`src/rtl/bcd_to_bin_if.sv`:
```
// Operand-entry bus for the sign-magnitude BCD to two's-complement converter.
// The requester drives start and the operand; the converter returns status and result.
interface bcd_to_bin_if #(
    parameter int DIG_W = 4,
    parameter int OUT_W = 8
);
    // Handshake: start is sampled only while busy=0; operands are captured on that
    // edge. busy is high from the accepted edge until the result is formed; done
    // pulses for one cycle when result/err update and never overlaps busy.
    logic             start;
    logic             sign_in;
    logic [DIG_W-1:0] tens_in;
    logic [DIG_W-1:0] ones_in;
    logic             busy;
    logic             done;
    logic             err;
    logic [OUT_W-1:0] result;
    logic [1:0]       state_dbg;

    modport master (
        output start, sign_in, tens_in, ones_in,
        input  busy, done, err, result, state_dbg
    );

    modport slave (
        input  start, sign_in, tens_in, ones_in,
        output busy, done, err, result, state_dbg
    );
endinterface

```
`src/rtl/bcd_to_bin.sv`:
```
// Sequential BCD (sign, tens, ones) to signed binary converter using reverse
// double-dabble: shift right, then subtract 3 from every BCD nibble that is >= 8.
module bcd_to_bin #(
    parameter int DIG_W = 4,
    parameter int OUT_W = 8,
    parameter int ITER  = 7
) (
    input  logic         clk,
    input  logic         ar,
    bcd_to_bin_if.slave  bus
);
    localparam int SR_W  = 2 * DIG_W + ITER;
    localparam int CNT_W = $clog2(ITER + 1);

    localparam logic [1:0] ST_IDLE  = 2'd0;
    localparam logic [1:0] ST_SHIFT = 2'd1;
    localparam logic [1:0] ST_SIGN  = 2'd2;

    logic [1:0]       state_q, state_d;
    logic [SR_W-1:0]  sr_q, sr_d;
    logic [CNT_W-1:0] cnt_q, cnt_d;
    logic             sign_q, sign_d;
    logic             done_q, done_d;
    logic             err_q, err_d;
    logic [OUT_W-1:0] result_q, result_d;

    logic             digits_ok;
    logic [OUT_W-1:0] mag;

    // One iteration: after the right shift, each BCD nibble sits above the ITER
    // binary bits and is corrected independently.
    function automatic logic [SR_W-1:0] shift_step(input logic [SR_W-1:0] sr);
        logic [SR_W-1:0] s;
        s = sr >> 1;
        for (int i = 0; i < 2; i++) begin
            if (s[ITER + i*DIG_W +: DIG_W] >= DIG_W'(8))
                s[ITER + i*DIG_W +: DIG_W] = s[ITER + i*DIG_W +: DIG_W] - DIG_W'(3);
        end
        return s;
    endfunction

    assign digits_ok = (bus.tens_in <= DIG_W'(9)) && (bus.ones_in <= DIG_W'(9));
    assign mag       = OUT_W'(sr_q[ITER-1:0]);

    always_comb begin
        state_d  = state_q;
        sr_d     = sr_q;
        cnt_d    = cnt_q;
        sign_d   = sign_q;
        done_d   = 1'b0;
        err_d    = err_q;
        result_d = result_q;
        case (state_q)
            ST_IDLE: begin
                if (bus.start) begin
                    if (digits_ok) begin
                        sr_d    = {bus.tens_in, bus.ones_in, {ITER{1'b0}}};
                        sign_d  = bus.sign_in;
                        cnt_d   = '0;
                        err_d   = 1'b0;
                        state_d = ST_SHIFT;
                    end else begin
                        result_d = '0;
                        err_d    = 1'b1;
                        done_d   = 1'b1;
                    end
                end
            end
            ST_SHIFT: begin
                sr_d  = shift_step(sr_q);
                cnt_d = cnt_q + CNT_W'(1);
                if (cnt_q == CNT_W'(ITER - 1))
                    state_d = ST_SIGN;
            end
            ST_SIGN: begin
                // Negative zero naturally maps to 0 since ~0 + 1 wraps to 0.
                result_d = sign_q ? (~mag + OUT_W'(1)) : mag;
                done_d   = 1'b1;
                state_d  = ST_IDLE;
            end
            default: state_d = ST_IDLE;
        endcase
    end

    always_ff @(posedge clk or posedge ar) begin
        if (ar) begin
            state_q  <= ST_IDLE;
            sr_q     <= '0;
            cnt_q    <= '0;
            sign_q   <= 1'b0;
            done_q   <= 1'b0;
            err_q    <= 1'b0;
            result_q <= '0;
        end else begin
            state_q  <= state_d;
            sr_q     <= sr_d;
            cnt_q    <= cnt_d;
            sign_q   <= sign_d;
            done_q   <= done_d;
            err_q    <= err_d;
            result_q <= result_d;
        end
    end

    assign bus.busy      = (state_q != ST_IDLE);
    assign bus.done      = done_q;
    assign bus.err       = err_q;
    assign bus.result    = result_q;
    assign bus.state_dbg = state_q;
endmodule

```
`src/flat_wrapper.sv`:
```
// flat-port wrapper written by rule: the top's interface ports become plain ports
module bcd_to_bin_flat 
#(
    parameter int DIG_W = 4,
    parameter int OUT_W = 8,
    parameter int ITER  = 7
)
  (clk, ar, bus_start, bus_sign_in, bus_tens_in, bus_ones_in, bus_busy, bus_done, bus_err, bus_result, bus_state_dbg);
  bcd_to_bin_if #(.DIG_W(DIG_W), .OUT_W(OUT_W)) bus_i ();
  input  logic clk;
  input  logic ar;
  input wire logic [$bits(bus_i.start)-1:0] bus_start;
  input wire logic [$bits(bus_i.sign_in)-1:0] bus_sign_in;
  input wire logic [$bits(bus_i.tens_in)-1:0] bus_tens_in;
  input wire logic [$bits(bus_i.ones_in)-1:0] bus_ones_in;
  output wire logic [$bits(bus_i.busy)-1:0] bus_busy;
  output wire logic [$bits(bus_i.done)-1:0] bus_done;
  output wire logic [$bits(bus_i.err)-1:0] bus_err;
  output wire logic [$bits(bus_i.result)-1:0] bus_result;
  output wire logic [$bits(bus_i.state_dbg)-1:0] bus_state_dbg;
  assign bus_i.start = bus_start;
  assign bus_i.sign_in = bus_sign_in;
  assign bus_i.tens_in = bus_tens_in;
  assign bus_i.ones_in = bus_ones_in;
  assign bus_busy = bus_i.busy;
  assign bus_done = bus_i.done;
  assign bus_err = bus_i.err;
  assign bus_result = bus_i.result;
  assign bus_state_dbg = bus_i.state_dbg;
  bcd_to_bin #(.DIG_W(DIG_W), .OUT_W(OUT_W), .ITER(ITER)) u_core (.clk(clk), .ar(ar), .bus(bus_i));
endmodule
```
`config.mk`:
```
export PLATFORM = sky130hd
export DESIGN_NAME = bcd_to_bin_flat
export DESIGN_NICKNAME = d
export VERILOG_FILES = /design/src/rtl/bcd_to_bin_if.sv /design/src/rtl/bcd_to_bin.sv /design/src/flat_wrapper.sv
export SDC_FILE = /design/constraint.sdc
export NUM_CORES = 1
export LEC_CHECK = 0
export CAP_MARGIN = 0
export CORE_MARGIN = 4
export CORE_UTILIZATION = 35
export DETAILED_ROUTE_END_ITERATION = 6
export GPL_ROUTABILITY_DRIVEN = 0
export GPL_TIMING_DRIVEN = 0
export PLACE_DENSITY = 0.63
export SYNTH_ARGS = -nofsm -noshare
export SYNTH_HDL_FRONTEND = slang
export SYNTH_SLANG_ARGS = --single-unit
```
`constraint.sdc`:
```
create_clock -name clk -period 4 [get_ports clk]
set_input_delay 0.8 -clock clk [delete_from_list [all_inputs] [get_ports clk]]
set_output_delay 0.8 -clock clk [all_outputs]
set_load 0.005 [all_outputs]
```
==> results by group <==
Run status
  – Outcome: complete, no violations

Power
  – Combinational share of power: 0.452
  – Clk pwr share: 0.173
  – Switching Fraction: 0.3528
  – P_sw: 0.5059 mW
  – Sequential power share: 0.375
  – Power Internal: 0.9279 mW
  – Peak supply drop: 0.3447 mV
  – Power Dens Cells: 738.4 nW/um^2
  – Static leakage: 0.8771 nW

Synth
  – Synth area leader: dfrtp_1
  – Synth cell types: 33
  – Netlist Area Pre-Place: 1524 um^2
  – Synthesis Warnings: 0
  – Top FF cell, synth: dfrtp_1
  – Seq/Total Area, Yosys: 0.5090
  – Synth Net Count: 159
  – Top area cells in the synthesized netlist: dfrtp_1, a22o_1, ha_1
  – Syn_area_per_cell: 10.73 um^2
  – FFs w/ async S/R, synth: 1.000
  – Post-synth EDFFs: 0
  – Yosys top cell area share: 0.5090
  – Syn Inst Count: 142
  – Post-synthesis register bit count: 31

Worst setup path
  – Critical Path Start: u_core.bus.state_dbg[0]
  – CP Launch Type: flop
  – Slowest-stage cell, CP: clkdlybuf4s50_1
  – Endpoint type of the worst setup path: output port
  – FF-to-FF Start: u_core.sr_q[1]
  – Crit path cell chain: clkbuf_1 > nor2_1 > inv_1 > clkdlybuf4s50_1
  – Largest stage delay, worst path: 490 ps
  – Worst Setup Path Type: flop to output port
  – Crit-path max FO: 10
  – CP delay by family, top: buffers and inverters
  – Crit path buf inv count: 3
  – CP Data Required Time: 3200 ps
  – Critical Path AT: 1620 ps

Floorplan
  – FP Rows: 23
  – Initial core utilization: 0.3703
  – Die area: 5474 um^2
  – CORE AREA: 4115 um^2
  – Die width: 73.99 um
  – I/O pin count: 25
  – Die Ht: 73.99 um

STA
  – Setup_tns: 0 ps
  – Worst-margin pin slew: 435.8 ps
  – Fmax: 0.4140 GHz
  – Relative slew slack: 0.7091
  – Period minus WS final: 2415 ps
  – Final setup fails: 0
  – Final hold violations: 0
  – Pins Over Slew Limit: 0
  – Unrepaired setup endpoints after global routing: no
  – Setup Skew: 4.128 ps
  – Period utilization: 0.6038

Placement
  – HPWL Detailed: 2254 um
  – Number of buffers added on ports: 24

CTS
  – TritonCTS clock tree: yes
  – Clk buf depth: 2
  – CTS H-Tree Depth: 2
  – Setup Buffers After CTS: 0
  – CTS Buf Count: 5
  – CTS root buf: clkbuf_8
  – Clock-pin slew on the worst setup and hold paths: 60 ps
  – Clock sink count: 31
  – Clk_lat worst skew: 280 ps
  – Hold-fix buffers at CTS: 0
  – Post-CTS sizing: 0

Cells and area
  – Final net count: 191
  – Area delta synth->final: 27.42%
  – Layout cells sized above 1: 0.09195
  – Diode count: 0
  – Core Util, Final: 0.4719

Global route
  – Global-route wire length before repair: 5423 um
  – Overall routing resource usage: 0.1297
  – Vias in the first global route: 1179
  – Gr ovfl total: 0
  – Initial antenna violation count: 0
  – Largest net degree at the start of global routing: 32

Drt
  – DRT iter0 DRCs: 70
  – Avg WL per Cell: 13.76 um
  – Final wirelength: 3082 um
  – DR vias: 1140
  – Pre-antenna DRT Iters: 4
  – DR DRC count: 0
  – Antenna-violating nets left: 0
  – Vias per cell: 5.089

Min path
  – Hold WC Path Type: flop to flop
  – Hold wc startpoint: u_core.bus.err

Flow run
  – Max Cap Viol: 0
logic make-up after synthesis:
logic type	Yosys count	synth area share
AO/OA/AOI/OAI	39	0.1897
AND/OR/NAND/NOR	36	0.1248
buffers and inverters	18	0.05419
adder cells (fa/ha/maj)	5	0.04105
flip-flops	31	0.5090
XOR/XNOR	8	0.04598
multiplexers	5	0.03530
registers in the layout, indices dropped and copies added, names as in the netlist:
name / flops
u_core.sr_q: 15
u_core.bus.result: 8
u_core.cnt_q: 3
u_core.bus.state_dbg: 2
u_core.bus.done: 1
u_core.bus.err: 1
u_core.sign_q: 1
Yosys cell counts (3+ instances only):
cell and n:
a21oi_1 6, a22o_1 12, clkbuf_1 6, dfrtp_1 31, ha_1 5, inv_1 10, mux2_2 3, nand2_1 7
nand2b_1 3, nor2_1 10, nor2b_1 5, o21ai_0 5, o22a_1 5, xnor2_1 7
cells in the final DEF (no fill, tap or decap), drive strengths merged, types with 2 or more instances in the layout:
| cell type | Yosys | final |
|---|---|---|
| clkbuf | 6 | 12 |
| and3 | 2 | 2 |
| o31ai | 2 | 2 |
| dfrtp | 31 | 31 |
| o21ai | 5 | 5 |
| o22a | 5 | 5 |
| clkinv | 0 | 2 |
| mux2 | 3 | 3 |
| nor2 | 11 | 11 |
| clkdlybuf4s50 | 0 | 24 |
| xnor2 | 7 | 7 |
| o22ai | 2 | 2 |
| nand2 | 7 | 7 |
| a21oi | 6 | 6 |
| a22oi | 2 | 2 |
| nand2b | 3 | 3 |
| mux2i | 2 | 2 |
| o2bb2ai | 2 | 2 |
| ha | 5 | 5 |
| inv | 10 | 9 |
| a22o | 12 | 12 |
| or4 | 2 | 2 |
| nor2b | 5 | 5 |
| buf | 2 | 3 |
layer usage:
| metal | vias to the layer above | GRT usage | wire, um |
|---|---|---|---|
| li1 | 560 | - | - |
| met1 | 546 | 0.1572 | 1400 |
| met2 | 27 | 0.2116 | 1464 |
| met3 | 7 | 0.05541 | 179 |
| met4 | 0 | 0.03622 | 38 |
| met5 | - | 0 | 0 |
through the flow:
step / cells / hold slack (ps) / power (mW) / setup slack (ps) / instance area, um^2
5_1_grt: 224 / 510.7 / 1.563 / 1427 / 1942
6_report: 224 / 493.2 / 1.434 / 1585 / 1942
3_5_place_dp: 216 / 473.9 / 1.199 / 1414 / 1827
4_1_cts: 223 / 497.1 / 1.453 / 1555 / 1914
3_3_place_gp: 216 / 475.7 / 1.172 / 1423 / 1827
2_1_floorplan: 142 / 462.2 / 0.9956 / 2063 / 1524
area by class of cell:
cell class                 count  area, um^2
fill                         388        2173
sequential                    31       775.7
multi-input combinational     93       665.6
timing repair buffer          25       267.8
clock buffer                   6       82.58
tap                           50       62.56
buffer                         8       45.04
inverter                      10       37.54
clock inverter                 1       5.005
power groups by stage:
stage,Sequential [mW],Combinational (mW),Clock [mW]
2_1_floorplan,0.522,0.474,0
3_3_place_gp,0.535,0.637,0
3_5_place_dp,0.542,0.657,0
4_1_cts,0.537,0.659,0.257
5_1_grt,0.555,0.737,0.271
6_report,0.538,0.649,0.248
final timing paths:
| path | cells past startpoint | endpoint | slack, ps |
|---|---|---|---|
| min in group asynchronous | 2 | u_core.sr_q[3] | 760 |
| worst max-delay path | 4 | bus_busy | 1580 |
| max in group asynchronous | 3 | u_core.sr_q[14] | 2840 |
| worst max register to register | 6 | u_core.bus.result[6] | 2240 |
| worst min register to register | 2 | u_core.bus.err | 490 |
| worst min-delay path | 2 | u_core.bus.err | 490 |
tightest hold or removal path, stage by stage, from the launching register on:
cell	delay, ps
dfrtp_1	340
a21oi_1	40
nor2_1	70
(Power assumes the default switching activity.)
